==> src/rtl/vanilla_remote_req_responder_pkg.sv <==
// Shared types for the vanilla remote-request responder: request/response
// structs, AMO opcodes and the responder FSM state encoding.
package vanilla_remote_req_responder_pkg;

    typedef enum logic [1:0] {
        e_vanilla_amoswap = 2'b00,
        e_vanilla_amoor   = 2'b01,
        e_vanilla_amoadd  = 2'b10
    } bsg_vanilla_amo_type_e;

    typedef struct packed {
        logic       float_wb;
        logic       is_unsigned_op;
        logic       is_byte_op;
        logic       is_hex_op;
        logic [1:0] part_sel;
    } load_info_s;

    typedef struct packed {
        logic                  write_not_read;
        logic                  is_amo_op;
        bsg_vanilla_amo_type_e amo_type;
        logic [3:0]            mask;
        load_info_s            load_info;
        logic [4:0]            reg_id;
        logic [31:0]           data;
        logic [31:0]           addr;
    } remote_req_s;

    typedef struct packed {
        logic        float_wb;
        logic        is_unsigned_op;
        logic        is_byte_op;
        logic        is_hex_op;
        logic [1:0]  part_sel;
        logic [4:0]  reg_id;
        logic [31:0] data;
    } remote_load_resp_s;

    typedef enum logic [1:0] {
        StIdle,
        StLdWait,
        StAmoWr,
        StResp
    } bsg_vanilla_resp_state_e;

    // Response header for a request; data is filled in later. AMOs return a full word.
    function automatic remote_load_resp_s resp_fields(remote_req_s req);
        remote_load_resp_s r;
        r        = '0;
        r.reg_id = req.reg_id;
        if (!req.is_amo_op) begin
            r.float_wb       = req.load_info.float_wb;
            r.is_unsigned_op = req.load_info.is_unsigned_op;
            r.is_byte_op     = req.load_info.is_byte_op;
            r.is_hex_op      = req.load_info.is_hex_op;
            r.part_sel       = req.load_info.part_sel;
        end
        return r;
    endfunction

endpackage

==> src/rtl/vanilla_remote_req_responder_if.sv <==
// Request/response handshake between the network endpoint and the responder.
interface vanilla_remote_req_responder_if;
    import vanilla_remote_req_responder_pkg::*;

    logic              v;
    remote_req_s       req;
    logic              ready;
    logic              resp_v;
    remote_load_resp_s resp;
    logic              resp_yumi;

    modport master (output v, req, resp_yumi, input ready, resp_v, resp);
    modport slave  (input v, req, resp_yumi, output ready, resp_v, resp);

endinterface

==> src/rtl/vanilla_remote_req_responder_amo_alu.sv <==
// Combinational AMO datapath: computes the value written back for swap/or/add.
module vanilla_remote_req_responder_amo_alu
    import vanilla_remote_req_responder_pkg::*;
(
    input  bsg_vanilla_amo_type_e amo_type_i,
    input  logic [31:0]           old_i,
    input  logic [31:0]           operand_i,
    output logic [31:0]           new_o
);

    // The unused encoding falls through to swap.
    always_comb begin
        new_o = operand_i;
        unique case (amo_type_i)
            e_vanilla_amoor:  new_o = old_i | operand_i;
            e_vanilla_amoadd: new_o = old_i + operand_i;
            default:          new_o = operand_i;
        endcase
    end

endmodule

==> src/rtl/vanilla_remote_req_responder.sv <==
// Target-side endpoint for vanilla remote requests: services loads, masked stores
// and AMOs against a 1-cycle synchronous word SRAM and returns load/AMO data.
module vanilla_remote_req_responder
    import vanilla_remote_req_responder_pkg::*;
#(
    parameter int unsigned mem_addr_width_p = 10,
    parameter int unsigned addr_offset_p    = 0
) (
    input  logic                        clk_i,
    input  logic                        reset_i,
    vanilla_remote_req_responder_if.slave link,
    output logic                        mem_v_o,
    output logic                        mem_w_o,
    output logic [mem_addr_width_p-1:0] mem_addr_o,
    output logic [31:0]                 mem_data_o,
    output logic [3:0]                  mem_mask_o,
    input  logic [31:0]                 mem_data_i,
    output logic                        addr_err_o
);

    localparam logic [29:0] AddrOffset = 30'(addr_offset_p);

    bsg_vanilla_resp_state_e     state_q, state_d;
    remote_load_resp_s           resp_q, resp_d;
    logic [mem_addr_width_p-1:0] widx_q, widx_d;
    bsg_vanilla_amo_type_e       amo_type_q, amo_type_d;
    logic [31:0]                 operand_q, operand_d;

    logic [29:0] widx;
    logic        in_range;
    logic        is_store;
    logic [31:0] amo_new;
    logic        unused_addr_lsb;

    assign widx            = link.req.addr[31:2] - AddrOffset;
    assign in_range        = (widx >> mem_addr_width_p) == '0;
    assign is_store        = link.req.write_not_read & ~link.req.is_amo_op;
    assign unused_addr_lsb = ^link.req.addr[1:0];

    vanilla_remote_req_responder_amo_alu amo_alu (
        .amo_type_i (amo_type_q),
        .old_i      (mem_data_i),
        .operand_i  (operand_q),
        .new_o      (amo_new)
    );

    always_ff @(posedge clk_i or posedge reset_i) begin
        if (reset_i) begin
            state_q    <= StIdle;
            resp_q     <= '0;
            widx_q     <= '0;
            amo_type_q <= e_vanilla_amoswap;
            operand_q  <= '0;
        end else begin
            state_q    <= state_d;
            resp_q     <= resp_d;
            widx_q     <= widx_d;
            amo_type_q <= amo_type_d;
            operand_q  <= operand_d;
        end
    end

    always_comb begin
        state_d    = state_q;
        resp_d     = resp_q;
        widx_d     = widx_q;
        amo_type_d = amo_type_q;
        operand_d  = operand_q;
        mem_v_o    = 1'b0;
        mem_w_o    = 1'b0;
        mem_addr_o = widx[mem_addr_width_p-1:0];
        mem_data_o = link.req.data;
        mem_mask_o = link.req.mask;
        addr_err_o = 1'b0;

        unique case (state_q)
            StIdle: begin
                if (link.v) begin
                    if (!in_range) begin
                        // Loads/AMOs still answer with zero data so the requester's scoreboard clears.
                        addr_err_o = 1'b1;
                        if (!is_store) begin
                            resp_d  = resp_fields(link.req);
                            state_d = StResp;
                        end
                    end else if (is_store) begin
                        mem_v_o = 1'b1;
                        mem_w_o = 1'b1;
                    end else begin
                        mem_v_o    = 1'b1;
                        resp_d     = resp_fields(link.req);
                        widx_d     = widx[mem_addr_width_p-1:0];
                        amo_type_d = link.req.amo_type;
                        operand_d  = link.req.data;
                        state_d    = link.req.is_amo_op ? StAmoWr : StLdWait;
                    end
                end
            end
            StLdWait: begin
                resp_d.data = mem_data_i;
                state_d     = StResp;
            end
            StAmoWr: begin
                mem_v_o     = 1'b1;
                mem_w_o     = 1'b1;
                mem_addr_o  = widx_q;
                mem_data_o  = amo_new;
                mem_mask_o  = 4'hF;
                resp_d.data = mem_data_i;
                state_d     = StResp;
            end
            StResp: begin
                if (link.resp_yumi) state_d = StIdle;
            end
            default: state_d = StIdle;
        endcase
    end

    assign link.ready  = (state_q == StIdle);
    assign link.resp_v = (state_q == StResp);
    assign link.resp   = resp_q;

    yumi_only_when_valid: assert property (
        @(posedge clk_i) disable iff (reset_i) link.resp_yumi |-> link.resp_v);

    amo_type_legal: assert property (
        @(posedge clk_i) disable iff (reset_i) (state_q == StAmoWr) |-> (amo_type_q != 2'b11));

endmodule
==> src/flat_wrapper.sv <==
// flat-port wrapper written by rule: the top's interface ports become plain ports
module vanilla_remote_req_responder_flat import vanilla_remote_req_responder_pkg::*;
#(
    parameter int unsigned mem_addr_width_p = 10,
    parameter int unsigned addr_offset_p    = 0
)
  (clk_i, reset_i, mem_v_o, mem_w_o, mem_addr_o, mem_data_o, mem_mask_o, mem_data_i, addr_err_o, link_v, link_req, link_resp_yumi, link_ready, link_resp_v, link_resp);
  vanilla_remote_req_responder_if link_i ();
  input  logic clk_i;
  input  logic reset_i;
  output logic mem_v_o;
  output logic mem_w_o;
  output logic [mem_addr_width_p-1:0] mem_addr_o;
  output logic [31:0] mem_data_o;
  output logic [3:0] mem_mask_o;
  input  logic [31:0] mem_data_i;
  output logic addr_err_o;
  input wire logic [$bits(link_i.v)-1:0] link_v;
  input wire logic [$bits(link_i.req)-1:0] link_req;
  input wire logic [$bits(link_i.resp_yumi)-1:0] link_resp_yumi;
  output wire logic [$bits(link_i.ready)-1:0] link_ready;
  output wire logic [$bits(link_i.resp_v)-1:0] link_resp_v;
  output wire logic [$bits(link_i.resp)-1:0] link_resp;
  assign link_i.v = link_v;
  assign link_i.req = link_req;
  assign link_i.resp_yumi = link_resp_yumi;
  assign link_ready = link_i.ready;
  assign link_resp_v = link_i.resp_v;
  assign link_resp = link_i.resp;
  vanilla_remote_req_responder #(.mem_addr_width_p(mem_addr_width_p), .addr_offset_p(addr_offset_p)) u_core (.clk_i(clk_i), .reset_i(reset_i), .link(link_i), .mem_v_o(mem_v_o), .mem_w_o(mem_w_o), .mem_addr_o(mem_addr_o), .mem_data_o(mem_data_o), .mem_mask_o(mem_mask_o), .mem_data_i(mem_data_i), .addr_err_o(addr_err_o));
endmodule
==> config.mk <==
export PLATFORM = sky130hd
export DESIGN_NAME = vanilla_remote_req_responder_flat
export DESIGN_NICKNAME = d
export VERILOG_FILES = /design/src/rtl/vanilla_remote_req_responder_pkg.sv /design/src/rtl/vanilla_remote_req_responder_if.sv /design/src/rtl/vanilla_remote_req_responder_amo_alu.sv /design/src/rtl/vanilla_remote_req_responder.sv /design/src/flat_wrapper.sv
export SDC_FILE = /design/constraint.sdc
export NUM_CORES = 1
export LEC_CHECK = 0
export CORE_MARGIN = 2
export CORE_UTILIZATION = 45
export CTS_BUF_LIST = sky130_fd_sc_hd__clkbuf_8
export DETAILED_ROUTE_END_ITERATION = 6
export GPL_TIMING_DRIVEN = 0
export PLACE_DENSITY = 0.77
export SETUP_SLACK_MARGIN = 0.4
export SLEW_MARGIN = 20
export SYNTH_ARGS = -nofsm -noshare
export SYNTH_HDL_FRONTEND = slang
export SYNTH_HIERARCHICAL = 1
export SYNTH_SLANG_ARGS = --single-unit
export TNS_END_PERCENT = 30
==> constraint.sdc <==
create_clock -name clk_i -period 5.6 [get_ports clk_i]
set_input_delay 1.12 -clock clk_i [delete_from_list [all_inputs] [get_ports clk_i]]
set_output_delay 1.12 -clock clk_i [all_outputs]
set_load 0.02 [all_outputs]
* After elaboration in Yosys (flattened, before gate mapping) *
Index checks and enable logic that the tools add are counted.

operators by class
  $add $sub $neg = 1
  multipliers = 0
  divide/modulo/power cells = 0
  $lt $le $gt $ge = 0
  equality and inequality tests = 8
  shift-type cells = 0
  muxes and demuxes = 25
  bitwise operators = 4
  reductions and logical operators = 8

operator list
  cell                count
  $pmux 32 s2         2
  $mux 32             2
  $mux 43             1
  $add 32x32->32      1
  $or 32x32->32       1
  $logic_not 30->1    1
  $mux 2              6
  $mux 10             1
  $mux 1              8
  $eq 2x2->1 const B  3
  $mux 6              1
  $ne 2x2->1 const B  3
  $pmux 2 s3          1
  $reduce_and 3->1    2
  $eq 2x1->1 const B  2
  $mux 4              1
  $pmux 1 s2          2
  $reduce_and 4->1    1
  $logic_not 2->1     1
  $not 1->1           2
  $reduce_and 2->1    1
  $reduce_bool 2->1   1
  $reduce_or 2->1     1
  $and 1x1->1         1

word-level totals
  register bits = 89
  latch bits = 0
  memory bits (writable) = 0
  ROM bits = 0
  input port bits = 119
  output and inout bits = 94
  word-level logic and storage cells = 57
  memories kept = 0

* Logic depth before layout (Yosys ltp) *
Gate-level depths: netlist of the first run.

  depth in word-level cells = 6
  mapped depth = 12
  depth with buffers taken out = 12

* Hierarchy *
Netlist of the first run, hierarchy kept.

by module, submodules not included
  module                                instances  cells each  area an instance (um^2)  seq. area each (um^2)
  vanilla_remote_req_responder          1          314         4,222.8                  2,227.1
  vanilla_remote_req_responder_amo_alu  1          422         3,020.4                  0.0

* Worst setup path after synthesis of the first run *
Ideal clock, no wire load.

  path kind = input -> output
  from = in mem_data_i[0]
  to = out mem_data_o[30]
  arrival time = 3,372 ps
  data required time = 4,480 ps
  path slack = 1,108 ps
  stages = 12
  buffers on the path = 0
  cell sequence = ha_1 -> inv_1 -> fa_1 -> nor2b_1 -> o211ai_1 -> a21oi_2 -> or2_4 -> a21oi_4 -> o41ai_2 -> xnor2_1 -> o221ai_2 -> mux2_1

between the ends
  word-level cells in the longest chain between the ends = 3

ends and longest elaborated chain
  element                       RTL line                                    text
  start: declaration            flat_wrapper.sv:16                          input logic [31:0] mem_data_i;
  $add 32x32->32                vanilla_remote_req_responder_amo_alu.sv:16  e_vanilla_amoadd: new_o = old_i + operand_i;
  $pmux 32 s2                   vanilla_remote_req_responder_amo_alu.sv:14  unique case (amo_type_i)
  named net u_core.amo_new[30]  vanilla_remote_req_responder.sv:32          logic [31:0] amo_new;
  $mux 32                       vanilla_remote_req_responder.sv:76          unique case (state_q)
  end: declaration              flat_wrapper.sv:14                          output logic [31:0] mem_data_o;

The timed path passes the listed nets, and every way through them passes these cells.

* Worst setup path in the final report of the first run *
  from = in mem_data_i[17]
  to = out mem_data_o[30]

The elaborated chain is that of the path after synthesis.

==> results of run 1 <==
-- layer usage --
metal | vias to the layer above | track usage (%)
met5 | - | 0
met4 | 0 | 9.39
met3 | 36 | 6.39
met2 | 220 | 41.9
met1 | 3043 | 32.2
li1 | 3035 | -
-- worst min-delay path, delay by kind of cell (launching register included) --
family	cells	cell delay [ps]
simple gates	2	100
flops	1	350
-- state kept, by name, summed over array words and instances, names as in the netlist --
| name | flops |
|---|---|
| u_core/link.resp | 43 |
| u_core/state_q | 2 |
| u_core/operand_q | 32 |
| u_core/widx_q | 10 |
| u_core/amo_type_q | 2 |
-- report_power, final --
part / total, mW / switching, mW / internal, mW / leakage [nW]
clock: 0.499 / 0.256 / 0.242 / 0.105
combinational: 1.83 / 1.02 / 0.807 / 3.46
sequential: 0.878 / 0.0807 / 0.797 / 1.18
-- stage by stage --
stage          setup WS, ps  cells  util (%)  hold slack [ps]  area [sq um]
2_1_floorplan          1110    736         -              454          7240
3_3_place_gp           -180   1162      60.8              449          9620
3_5_place_dp           -215   1163      61.0              455          9650
4_1_cts                 244   1184      63.1              477          9990
5_1_grt                 204   1189      64.1              507         10100
6_report                355   1189      64.1              474         10100
-- cell usage in the layout (no fill, tap or decap), types with 13 or more instances in the layout --
master	instances
a21o_1	13
clkbuf_1	19
ha_1	56
a221oi_1	15
clkdlybuf4s50_1	175
a22o_1	25
nor2_1	20
xnor2_1	18
mux2_1	45
inv_1	90
mux2_4	40
a21oi_1	40
o221ai_1	16
nand2_1	82
dfrtp_1	89
clkbuf_8	18
-- cell type report --
cell class                      count  area [sq um]  share of cell area, %
Multi-Input combinational cell    517          4520                   44.5
Sequential cell                    89          2230                   22.0
Timing Repair Buffer              221          2200                   21.7
Buffer                             39           364                   3.59
Inverter                           91           347                   3.42
Tap cell                          216           270                   2.66
Clock buffer                       12           165                   1.63
Clock inverter                      4          50.0                  0.493
-- synth_stat cells, drive strengths merged, types with 2 or more instances --
cell,instances,area (sq um)
o211ai,3,22.5
nand2b,3,18.8
ha,68,851
nor2,22,90.1
o221ai,17,155
or4,2,22.5
o21bai,4,30.0
buf,11,135
nand4,4,25.0
or2,5,33.8
nand2,83,312
a31o,3,26.3
nor4,3,18.8
a21oi,46,249
clkbuf,26,159
inv,91,342
o21a,5,37.5
o31ai,4,48.8
o31a,2,18.8
a221oi,16,146
nand3,10,55.1
dfrtp,89,2230
a31oi,6,37.5
nor2b,6,37.5
mux2,86,1120
and2,3,18.8
a21boi,3,22.5
a22o,25,219
and3,5,37.5
mux2i,3,30.0
o21ai,24,124
a211oi,2,20.0
xor2,11,96.3
bufbuf,2,65.1
a21o,13,97.6
a41o,2,20.0
xnor2,18,158
-- worst max path at each step --
| stage | from | to | slack [ps] | cells after the start |
|---|---|---|---|---|
| 3_3_place_gp | mem_data_i[0] | mem_data_o[26] | -180 | 14 |
| 6_report | mem_data_i[17] | mem_data_o[30] | 360 | 14 |
| 5_1_grt | mem_data_i[13] | mem_data_o[19] | 200 | 12 |
| 3_5_place_dp | mem_data_i[0] | mem_data_o[30] | -210 | 14 |
| 4_1_cts | mem_data_i[16] | mem_data_o[17] | 240 | 13 |
| 2_1_floorplan | mem_data_i[0] | mem_data_o[30] | 1110 | 12 |
-- repair_timing --
action	4_1_cts	5_1_grt
resized for setup	62	41
buffers inserted	5	5
gates cloned	0	0
endpoints found under the setup margin	26	24
pin swaps	12	6
-- cell families (layout without fill, tap and decap cells) --
group	count (synthesis)	count (layout)	share of synthesized area, %
compound gates	181	181	18.7
simple gates	149	149	9.54
buf+inv	130	367	9.67
mux	89	89	15.9
flops	89	89	30.7
fa+ha+maj	69	69	12.0
xor+xnor	29	29	3.51
==> flow_metrics.py, run 1 <==
metrics = {
    "logic_synthesis": {
        "synthArstFlopShare_pct": 100,
        "synthFlopType": "dfrtp_1",
        "yosysSeqAreaShare_pct": 30.7,
        "synth_seq_cells": 89,
        "synthCells": 736,
        "syn_area_per_cell_sq_um": 9.84,
        "ys.warnings.count": 6,
        "syn-cell-area_sq_mm": 0.00724,
        "synth_edf_count": 0,
        "yosysUniqueCellTypes": 70,
        "synth_nets": 924,
    },
    "sta": {
        "fin_setup_tns_ps": 0,
        "hold_violations": 0,
        "rsz0062_at_grt": "yes",
        "slew_headroom_pct": 42.0,
        "fin_crit_ps": 5240,
        "finalCritPeriodShare_pct": 93.7,
        "skew_ps": 8.25,
        "setup_violations": 0,
        "worstMarginPinSlew_ps": 870,
        "clock.fmax_mhz": 191,
        "finalMaxSlewViolations": 0,
    },
    "critical_path": {
        "crit_chain": "clkdlybuf4s50_1, inv_1, ha_1, buf_2, a21oi_1, o21ai_0, nor2_1, o21a_1, o31a_2, o41ai_2, xnor2_1, o221ai_2, mux2_1, clkdlybuf4s15_2",
        "reg2reg_to": "u_core/link.resp[3]",
        "r2r-start": "u_core/state_q[1]",
        "critPathTopFamily": "compound AO/OA/AOI/OAI gates",
        "max_stage_delay_ps": 520,
        "cp_max_fo": 8,
        "arrival_ps": 4120,
        "rrSetupSlack_ps": 2910,
        "worstSetupPathType": "input port to primary output",
        "cp_num_buf_inv": 4,
        "rr_worst_depth": 7,
        "cp-end-kind": "primary output",
        "required_ps": 4480,
        "cp_slowest_cell": "clkdlybuf4s50_1",
        "crit_path_start_kind": "input port",
    },
    "cts": {
        "cts-root-buf": "clkbuf_8",
        "clk_pin_slew_worst_paths_ps": 100,
        "cts_buffer_depth": 2,
        "cts_max_level": 3,
        "cts_hold_buf": 0,
        "cts_sinks": 89,
        "numCtsBuffers": 9,
        "clk-insertion-delay-late_ps": 380,
        "cts_tree": "done",
    },
    "final_layout": {
        "drive_gt1_share_pct": 14.8,
        "n_antenna_cell": 0,
        "n_fill_cell": 1322,
        "area_growth_pct": 40.1,
        "final_nets": 1156,
    },
    "die": {
        "start_util_pct": 45.8,
        "row_count": 46,
        "core_area_sq_mm": 0.0158,
        "dieWidth_um": 131,
        "ios": 213,
        "die_h_um": 131,
        "die_area_sq_mm": 0.0171,
    },
    "power": {
        "finalPower_mw": 3.20,
        "leakagePower_nw": 4.74,
        "powerDensity_mw_per_mm2": 316,
        "vdd_drop_max_uv": 175,
    },
    "hold_path": {
        "min_from": "u_core/link.resp[42]",
        "min_path_cells": 2,
        "hold_end": "u_core/link.resp[42]",
        "hp-class": "flip-flop to flip-flop",
    },
    "detailed_routing": {
        "totalWireLength_um": 21700,
        "drc": 0,
        "vias": 6334,
        "dr.pass1.iters": 5,
        "drt-met1-wl_um": 9540,
        "top_layer": "met4",
        "wl_per_cell_um": 18.3,
        "antenna_left": 0,
        "drt_iter0_markers": 293,
        "routed-wl-met2_um": 10000,
        "wl_met3_um": 1570,
        "viasPerCell": 5.33,
    },
    "grt": {
        "grt_pass1_wl_um": 33500,
        "grt_usage_pct": 25.4,
        "grt_remaining_overflow": 0,
        "first_global_vias": 6502,
        "grt_max_degree": 61,
        "antenna_found_initial": 0,
    },
    "placed_design": {
        "port-buffer-count": 210,
        "dp_hpwl_um": 16100,
        "globalplace.congestion": 0.885,
    },
    "job": {
        "cap_violations": 0,
    },
    "outcome": {
        "status": "complete, no violations",
    },
}
No activity file was read; power rests on OpenSTA's default activity.
==> inputs of run 2 (changes only) <==
==> constraint.sdc (replaced) <==
create_clock -name clk_i -period 5.2 [get_ports clk_i]
set_input_delay 1.04 -clock clk_i [delete_from_list [all_inputs] [get_ports clk_i]]
set_output_delay 1.04 -clock clk_i [all_outputs]
set_load 0.02 [all_outputs]
==> flow_metrics.py, run 2 (synthesis results as in run 1) <==
metrics = {
    "outcome": {
        "status": "complete, no violations",
    },
    "power": {
        "p_int_mw": 1.99,
        "switching_share_pct": 42.5,
        "sequentialPowerShare_pct": 27.3,
        "clockPowerShare_pct": 15.5,
        "powerDensity_mw_per_mm2": 333,
        "power_frac_comb_pct": 57.1,
        "vdd_drop_max_uv": 189,
        "power.switching_mw": 1.47,
        "leakagePower_nw": 4.80,
    },
    "critical_path": {
        "crit_path_start_kind": "input port",
        "arrival_ps": 3730,
        "rr_worst_depth": 7,
        "cp_num_buf_inv": 3,
        "rrSetupSlack_ps": 2500,
        "cp_slowest_cell": "clkdlybuf4s50_1",
        "r2r-start": "u_core/state_q[1]",
        "reg2reg_to": "u_core/link.resp[3]",
        "cp_max_fo": 6,
        "required_ps": 4160,
        "cp-end-kind": "primary output",
        "critPathTopFamily": "compound AO/OA/AOI/OAI gates",
        "max_stage_delay_ps": 500,
        "crit_chain": "clkdlybuf4s50_1, inv_1, ha_1, a21o_1, a21o_1, a211oi_1, o31a_2, o41ai_4, xnor2_1, o221ai_2, mux2_1, buf_4",
        "worstSetupPathType": "input port to primary output",
        "critPathMostFrequentCell": "a21o_1",
    },
    "sta": {
        "finalMaxSlewViolations": 0,
        "whs_ps": 474,
        "setup_violations": 0,
        "slew_headroom_pct": 41.5,
        "fin_crit_ps": 4770,
        "rsz0062_at_grt": "yes",
        "skew_ps": 9.00,
        "clock.fmax_mhz": 210,
        "worstMarginPinSlew_ps": 877,
        "postLayoutSetupSlackWorst_ps": 429,
        "finalCritPeriodShare_pct": 91.7,
        "hold_violations": 0,
    },
    "detailed_routing": {
        "viasPerCell": 5.38,
        "antenna_left": 0,
        "drc": 0,
        "drt_iter0_markers": 373,
        "totalWireLength_um": 22100,
        "vias": 6436,
        "wl_per_cell_um": 18.5,
        "dr.pass1.iters": 5,
    },
    "hold_path": {
        "min_path_cells": 2,
        "min_from": "u_core/link.resp[42]",
        "hold_end": "u_core/link.resp[42]",
        "hp-class": "flip-flop to flip-flop",
    },
    "cts": {
        "cts_tree": "done",
        "cts_max_level": 3,
        "clk_pin_slew_worst_paths_ps": 100,
        "cts_buffer_depth": 2,
        "cts-root-buf": "clkbuf_8",
        "numCtsBuffers": 9,
        "cts_sinks": 89,
        "clk-insertion-delay-late_ps": 380,
        "cts_hold_buf": 0,
    },
    "die": {
        "dieWidth_um": 131,
        "start_util_pct": 45.8,
        "row_count": 46,
        "die_h_um": 131,
        "ios": 213,
        "die_area_sq_mm": 0.0171,
        "core_area_sq_mm": 0.0158,
    },
    "grt": {
        "grt_pass1_wl_um": 33900,
        "grt_remaining_overflow": 0,
        "antenna_found_initial": 0,
        "grt_usage_pct": 25.6,
        "first_global_vias": 6564,
        "grt_max_degree": 61,
    },
    "final_layout": {
        "final_nets": 1163,
        "layout_common_cells": "164 x clkdlybuf4s50_1, 89 x dfrtp_1, 88 x inv_1, 81 x nand2_1, 49 x ha_1",
        "n_antenna_cell": 0,
        "post-route-util_pct": 65.7,
        "drive_gt1_share_pct": 19.5,
        "n_fill_cell": 1268,
        "final_common_cell": "clkdlybuf4s50_1",
        "area_growth_pct": 43.5,
        "largest_reg_flops": 43,
    },
    "placed_design": {
        "port-buffer-count": 210,
        "globalplace.congestion": 0.885,
        "dp_hpwl_um": 16100,
        "dp_slack_ps": -455,
    },
    "job": {
        "cap_violations": 0,
    },
}
## run 2: metal layers
| layer | GRT usage [%] | up-vias | part of all wire [%] |
|---|---|---|---|
| li1 | - | 3055 | - |
| met1 | 31.9 | 3101 | 43 |
| met2 | 42.7 | 243 | 47 |
| met3 | 6.88 | 37 | 8.0 |
| met4 | 9.51 | 0 | 2.2 |
| met5 | 0 | - | 0 |
## run 2: worst max path at each step
stage	slack [ps]	to	cells after the start	start
finish	430	mem_data_o[30]	12	mem_data_i[27]
global route	270	mem_data_o[30]	13	mem_data_i[27]
CTS	360	mem_data_o[30]	13	mem_data_i[18]
detailed placement	-450	mem_data_o[30]	14	mem_data_i[0]
global placement	-420	mem_data_o[26]	14	mem_data_i[0]
floorplan	870	mem_data_o[30]	12	mem_data_i[0]
## run 2: final cells by class
class / instances / area (sq um) / share of cell area [%]
clock inverter: 4 / 50.0 / 0.482
buffer: 39 / 370 / 3.56
clock buffer: 12 / 165 / 1.59
timing repair buffer: 228 / 2200 / 21.1
inverter: 91 / 347 / 3.34
sequential: 89 / 2230 / 21.4
multi-input combinational: 517 / 4770 / 45.9
tap: 216 / 270 / 2.60
## run 2: stage by stage
| step | power (mW) | cell area [sq um] | setup TNS, ps | cells |
|---|---|---|---|---|
| floorplan | 2.01 | 7240 | 0 | 736 |
| global placement | 2.91 | 9620 | -4040 | 1162 |
| detailed placement | 2.95 | 9650 | -4520 | 1163 |
| CTS | 3.48 | 10200 | 0 | 1190 |
| global route | 3.66 | 10400 | 0 | 1196 |
| finish | 3.46 | 10400 | 0 | 1196 |
## run 2: worst reg2reg max path, delay by kind of cell, from the launching register on
kind                       cells  cell delay [ps]
adders and majority gates      1              260
and+or+nand+nor                1              200
DFF                            1              400
buffers and inverters          4             1520
AOI/OAI and AO/OA              1              250
## run 2: power groups by stage
stage                     combinational (mW)  clock [mW]  sequential (mW)
final                                   1.97       0.537            0.945
after global routing                    2.12       0.574            0.963
after CTS                               1.98       0.553            0.946
after detailed placement                2.00           0            0.957
after global placement                  1.96           0            0.953
after floorplan                        0.874           0             1.13
## run 2: repair_timing
item,4_1_cts,5_1_grt
pin swaps,25,24
buffers inserted,11,6
endpoints found under the setup margin,28,24
gates resized for setup,143,53
==> inputs of run 3 (changes only) <==
==> constraint.sdc (replaced) <==
create_clock -name clk_i -period 4.8 [get_ports clk_i]
set_input_delay 0.96 -clock clk_i [delete_from_list [all_inputs] [get_ports clk_i]]
set_output_delay 0.96 -clock clk_i [all_outputs]
set_load 0.02 [all_outputs]
==> flow_metrics.py, run 3 (synthesis results as in run 1) <==
metrics = {
    "detailed_routing": {
        "drc": 0,
        "dr.pass1.iters": 5,
        "wl_per_cell_um": 18.8,
        "vias": 6580,
        "viasPerCell": 5.45,
        "totalWireLength_um": 22700,
        "drt_iter0_markers": 381,
        "antenna_left": 0,
    },
    "die": {
        "die_area_sq_mm": 0.0171,
        "die_h_um": 131,
        "start_util_pct": 45.8,
        "dieWidth_um": 131,
        "core_area_sq_mm": 0.0158,
        "ios": 213,
        "row_count": 46,
    },
    "grt": {
        "grt_remaining_overflow": 0,
        "grt_max_degree": 61,
        "grt_pass1_wl_um": 34700,
        "grt_usage_pct": 26.3,
        "first_global_vias": 6801,
        "antenna_found_initial": 0,
    },
    "final_layout": {
        "largest_reg_flops": 43,
        "n_antenna_cell": 0,
        "final_nets": 1175,
        "area_growth_pct": 46.9,
        "drive_gt1_share_pct": 25.5,
        "fin_cells": 1208,
        "finish.instance_area_sq_mm": 0.0106,
        "post-route-util_pct": 67.2,
        "layout_common_cells": "158 x clkdlybuf4s50_1, 89 x dfrtp_1, 78 x nand2_1, 77 x inv_1, 47 x mux2_4",
        "final_common_cell": "clkdlybuf4s50_1",
    },
    "sta": {
        "postLayoutSetupSlackWorst_ps": 357,
        "finalMaxSlewViolations": 0,
        "slew_headroom_pct": 38.4,
        "setup_violations": 0,
        "fin_crit_ps": 4440,
        "rsz0062_at_grt": "yes",
        "whs_ps": 475,
        "fin_setup_tns_ps": 0,
        "finalCritPeriodShare_pct": 92.6,
        "worstMarginPinSlew_ps": 924,
        "skew_ps": 13.0,
        "clock.fmax_mhz": 225,
        "hold_violations": 0,
    },
    "critical_path": {
        "rr_worst_depth": 7,
        "crit_path_start_kind": "input port",
        "cp_max_fo": 6,
        "cp-end-kind": "primary output",
        "required_ps": 3840,
        "worstSetupPathType": "input port to primary output",
        "arrival_ps": 3480,
    },
    "cts": {
        "cts-root-buf": "clkbuf_8",
        "cts_hold_buf": 0,
        "clk_pin_slew_worst_paths_ps": 100,
        "cts_tree": "done",
        "cts_max_level": 3,
        "cts_sinks": 89,
        "clk-insertion-delay-late_ps": 380,
        "numCtsBuffers": 9,
        "cts_buffer_depth": 2,
    },
    "placed_design": {
        "globalplace.congestion": 0.885,
        "dp_cells": 1163,
        "dp_hpwl_um": 16100,
        "port-buffer-count": 210,
        "dp_slack_ps": -695,
        "placed_cell_area_sq_mm": 0.00965,
    },
    "hold_path": {
        "min_path_cells": 2,
        "hp-class": "flip-flop to flip-flop",
    },
    "power": {
        "leakagePower_nw": 4.90,
        "finalPower_mw": 3.79,
        "vdd_drop_max_uv": 212,
        "powerDensity_mw_per_mm2": 356,
    },
    "outcome": {
        "status": "complete, no violations",
    },
    "job": {
        "cap_violations": 0,
    },
}
[run 3: worst paths after layout]
path | from | endpoint | slack, ps
max | mem_data_i[27] | mem_data_o[30] | 360
min | u_core/link.resp[42] | u_core/link.resp[42] | 470
max reg2reg | u_core/state_q[1] | u_core/link.resp[3] | 2110
min reg2reg | u_core/link.resp[42] | u_core/link.resp[42] | 470
max in group asynchronous | reset_i | u_core/operand_q[13] | 3270
min in group asynchronous | reset_i | u_core/link.resp[29] | 910
[run 3: repair_timing]
item,CTS,global route
setup buffers,21,8
pin swaps,43,38
endpoints found under the setup margin,31,31
gates cloned,0,0
gates resized for setup,238,65
[run 3: layout make-up]
| cell class | count | area, sq um |
|---|---|---|
| multi-input combinational | 517 | 4930 |
| clock inverter | 4 | 50.0 |
| buffer | 39 | 384 |
| inverter | 91 | 349 |
| sequential | 89 | 2230 |
| timing repair buffer | 240 | 2270 |
| clock buffer | 12 | 165 |
| fill | 1225 | 5180 |
| tap | 216 | 270 |
[run 3: routing by layer]
layer	GRT usage, %	share of wire (%)
met1	32.6	43
met2	43.9	48
met3	6.84	6.9
met4	10.4	2.3
met5	0	0
[run 3: power breakdown]
part | switching [mW] | leakage, nW | internal [mW]
logic | 1.22 | 3.61 | 0.971
clock network | 0.300 | 0.105 | 0.283
registers | 0.0934 | 1.18 | 0.930
[run 3: critical path: stages]
cell and delay [ps]:
clkdlybuf4s50_1 500, inv_1 80, ha_4 270, a21o_1 160
a21o_1 180, a211oi_2 240, o31a_2 210, o41ai_4 70
xnor2_1 190, o221ai_2 140, mux2_1 300, buf_4 160
